$ cat src/rtl/sp_result_writer.sv
// sp_result_writer: accepts a valid/ready result stream, writes each word to the
// scratchpad write port and pulses done once the frame's final write has landed.
module sp_result_writer #(
  parameter int DATA_W    = 16,
  parameter int ADDR_W    = 12,
  parameter int NUM_WORDS = 64
) (
  input  logic              clock,
  input  logic              reset_n,
  input  logic              start,
  input  logic [ADDR_W-1:0] base_addr,
  input  logic              in_valid,
  input  logic [DATA_W-1:0] in_data,
  input  logic              in_last,
  output logic              in_ready,
  output logic              SP_WriteEnable,
  output logic [ADDR_W-1:0] SP_WriteAddress,
  output logic [DATA_W-1:0] SP_WriteBus,
  output logic              busy,
  output logic              done,
  output logic              len_error
);
  typedef enum logic [1:0] {IDLE, RUN, FLUSH, DONE} state_t;
  state_t            state_q;
  logic [ADDR_W-1:0] base_q, count_q, addr_q, addr_d;
  logic [DATA_W-1:0] data_q;
  logic              we_q, busy_q, done_q, err_q;
  logic              beat, at_end;
  assign in_ready        = state_q == RUN;
  assign beat            = in_valid && in_ready;
  assign at_end          = count_q == ADDR_W'(NUM_WORDS - 1);
  assign addr_d          = base_q + count_q;
  assign SP_WriteEnable  = we_q;
  assign SP_WriteAddress = addr_q;
  assign SP_WriteBus     = data_q;
  assign busy            = busy_q;
  assign done            = done_q;
  assign len_error       = err_q;
  // A frame ends on whichever comes first: the last slot or in_last; any disagreement is a length error.
  always_ff @(posedge clock or negedge reset_n) begin
    if (!reset_n) begin
      state_q <= IDLE;
      base_q  <= '0;
      count_q <= '0;
      addr_q  <= '0;
      data_q  <= '0;
      we_q    <= 1'b0;
      busy_q  <= 1'b0;
      done_q  <= 1'b0;
      err_q   <= 1'b0;
    end else begin
      we_q   <= 1'b0;
      done_q <= 1'b0;
      case (state_q)
        IDLE: if (start) begin
          base_q  <= base_addr;
          count_q <= '0;
          err_q   <= 1'b0;
          busy_q  <= 1'b1;
          state_q <= RUN;
        end
        RUN: if (beat) begin
          we_q    <= 1'b1;
          addr_q  <= addr_d;
          data_q  <= in_data;
          count_q <= count_q + 1'b1;
          if (at_end || in_last) begin
            err_q   <= err_q | (at_end ^ in_last);
            state_q <= FLUSH;
          end
        end
        FLUSH: begin
          done_q  <= 1'b1;
          state_q <= DONE;
        end
        DONE: begin
          busy_q  <= 1'b0;
          state_q <= IDLE;
        end
        default: state_q <= IDLE;
      endcase
    end
  end
endmodule

$ cat config.mk
export PLATFORM = sky130hd
export DESIGN_NAME = sp_result_writer
export DESIGN_NICKNAME = d
export VERILOG_FILES = /design/src/rtl/sp_result_writer.sv
export SDC_FILE = /design/constraint.sdc
export NUM_CORES = 1
export LEC_CHECK = 0
export CORE_MARGIN = 1
export CORE_UTILIZATION = 40
export DETAILED_ROUTE_END_ITERATION = 10
export DONT_BUFFER_PORTS = 1
export MAX_ROUTING_LAYER = met4
export PLACE_DENSITY = 0.61
export SETUP_SLACK_MARGIN = 0.2
export SYNTH_ARGS = -nofsm -noshare
export SYNTH_HDL_FRONTEND = slang
export SYNTH_SLANG_ARGS = --single-unit
$ cat constraint.sdc
create_clock -name clock -period 5.5 [get_ports clock]
set_input_delay 1.1 -clock clock [delete_from_list [all_inputs] [get_ports clock]]
set_output_delay 1.1 -clock clock [all_outputs]
set_load 0.02 [all_outputs]
==> impl_metrics.toml <==
[status]
outcome = "completed"

[cts]
cts_htree_levels = 3
cts.repair.resized = 0
cts-hold-fix-buffers = 0
clk_root_buffer_cell = "clkbuf_8"
worst_setup_hold_path_clk_slew_ps = 60
clkLatencyLatePin_ps = 330
cts_inserted_buffers = 9
cts.sink_count = 58
tritoncts_clock_tree = "done"
clk_path_buf_depth = 2
post-cts-setup-buffer-count = 0

[route]
route.detailed.drc = 0
first_iter_violations = 49
wl_per_cell_um = 15.3
detail_route.wirelength_um = 5440
detail-route-antenna-nets = 0
num_vias = 1883
vias_per_cell = 5.29
detailedRoute.firstPassIterationCount = 4

[grt]
global_route_wire_length_before_repair_um = 8930
largest_net_degree_at_the_start_of_global_routing = 59
antenna_violations_before_repair = 0
grt_usage_pct = 16.1
via_count_of_the_first_global_routing_pass = 1885
grt_overflow_total = 0

[synthesis]
synth_common_cells = "58 x dfrtp_1, 30 x mux2_2, 24 x nand2_1"
netlist_area_um2 = 2910
post_synthesis_xor_xnor_area_fraction_pct = 5.71
synth.lib_cells_used.distinct = 43
largest_family_of_logic_cells_by_synthesized_area = "multiplexers"
synth.ff_latch_count = 58
yosysTopAreaCell = "dfrtp_1"
synth-main-ff-cell = "dfrtp_1"
synth_async_sr_flop_share_pct = 100
post-synth-top-area-fraction_pct = 49.8
yosysSeqAreaShare_pct = 49.8
yosys_warnings = 0
yosys-top-cells-area = "dfrtp_1 50%, mux2_2 12%, ha_1 7.3%, xor2_1 3.6%, nand2_1 3.1%"
syn-instance-count = 253
share_of_synthesized_area_spent_on_multiplexers_pct = 13.1
post_synth_and_or_nand_nor_area_fraction_pct = 10.2
syn_avg_cell_area_um2 = 11.5
syn-num-nets = 304
synth-edff-count = 0
synth_compound_gate_area_share_pct = 10.7
yosys.area_share.adder_pct = 7.99
synth_most_common_cell = "dfrtp_1"

[critical_path]
max_stage_delay_ps = 860
critical_path.cell_chain = "inv_1 -> ha_1 -> nand2_1 -> inv_1 -> nand2_1 -> mux2i_1 -> a41oi_1 -> o311ai_1"
cpLargestDelayFamily = "buffers and inverters"
timing.critical_path.to_type = "flop"
endpoint_arrival_time_on_the_critical_path_ps = 3360
required_ps = 5730
startpoint_type = "flop"
crit_type = "reg -> reg"
worst-path-buf-inv = 2
crit_slowest_cell = "inv_1"
worst-path-max-fanout = 23

[floorplanning]
dieHeight_um = 87.4
coreArea_um2 = 6910
design.die.area_um2 = 7630
ioPinCount = 66
placementRows = 30
initial_utilization_pct = 42.2
die-width_um = 87.4

[timing]
max_freq_mhz = 320
timing.final.max_slew_violations = 0
slew-limit-headroom_pct = 38.3
tns_ps = 0
layout_worst_path_cycle_share_pct = 56.9
min_period_ps = 3130
timing.final.hold_violations = 0
worst_skew_ps = 3.47
tightestPinTransition_ps = 925
timing.final.setup_violations = 0
timing.hold.ws_ps = 459
rsz0062_at_grt = "no"
worst_slack_ps = 2370

[placement]
detailed_place.area_um2 = 2990
dp_slack_ps = 2400
hpwl_after_dpl_um = 3770
port-buffer-count = 0
number_of_cells_after_detailed_placement = 341
place.gp.congestion = 0.750

[min_path]
kind_of_path_behind_the_tightest_hold_check = "in -> async"

[job]
max-cap-violations = 0

[cells_and_area]
areaGrowthSynthToFinish_pct = 7.90
finish.instance_area_um2 = 3140
fraction_of_final_layout_cells_with_drive_strength_greater_than_1_pct = 18.5
fin_cells = 356
layout.nets = 307
n_antenna_cell = 0

[power_and_ir_drop]
total_leakage_power_uw = 0.00146
pwr_density_cell_nw_per_um2 = 569
ir_worst_vdd_mv = 0.220
[cells by family (layout without fill, tap and decap cells)]
group,Yosys count,after routing
xor+xnor,19,19
buf+inv,16,23
fa+ha+maj,18,18
mux,34,34
simple gates,61,61
flops,58,58
compound gates,47,47
[per-layer routing]
layer | wire (µm) | vias to the layer above | track usage [%]
met3 | 367 | 10 | 5.31
met2 | 2390 | 53 | 23.8
met4 | 95 | 0 | 7.60
met1 | 2590 | 910 | 20.0
met5 | 0 | - | -
li1 | - | 910 | -
[where the power goes]
group          total (µW)  internal [µW]  switching, µW
clock network         320            158            162
registers             879            609            270
logic                 591            287            304
total                1790           1050            735
[registers in the layout, indices dropped and copies added (netlist names)]
name	flops
SP_WriteBus	16
busy	1
SP_WriteAddress	12
count_q	12
state_q	2
SP_WriteEnable	1
done	1
len_error	1
base_q	12
[worst register-to-register path, stage by stage (launching register included)]
cell	delay (ps)
dfrtp_1	390
inv_1	110
ha_1	530
nand2_1	550
inv_1	860
nand2_1	170
mux2i_1	190
a41oi_1	80
o311ai_1	160
[layout make-up]
cell class | count | area, µm²
multi-input combinational | 179 | 1390
clock inverter | 4 | 20.0
inverter | 8 | 30.0
clock buffer | 11 | 131
fill | 686 | 3760
sequential | 58 | 1450
tap | 96 | 120
[through the flow]
stage / total power [µW] / utilization, %
global placement: 1470 / 43.3
floorplan: 1360 / -
CTS: 1810 / 45.5
detailed placement: 1480 / 43.3
global route: 1920 / 45.5
finish: 1790 / 45.5
[placed cells by master, fill, tap and decap left out, types with 4 or more instances in the layout]
cell      count
xor2_1       12
xnor2_1       7
a21o_1        7
clkinv_2      4
nand3_1       7
a31oi_1       4
o21ai_0      10
a21oi_1       7
and3_1        4
nand2_1      24
nor2_1       15
mux2_2       30
ha_1         17
dfrtp_1      58
inv_1         8
clkbuf_8      9
[path summary, 6_finish.rpt]
kind,start,endpoint,slack (ps),depth (start not counted)
worst max-delay path,state_q[1],SP_WriteAddress[10],2370,8
worst min-delay path,reset_n,done,460,0
worst max register to register,state_q[1],SP_WriteAddress[10],2370,8
worst min register to register,base_q[0],base_q[0],520,1
max in group asynchronous,reset_n,count_q[11],4930,0
min in group clock,base_q[0],base_q[0],520,1
(Power assumes the default switching activity.)
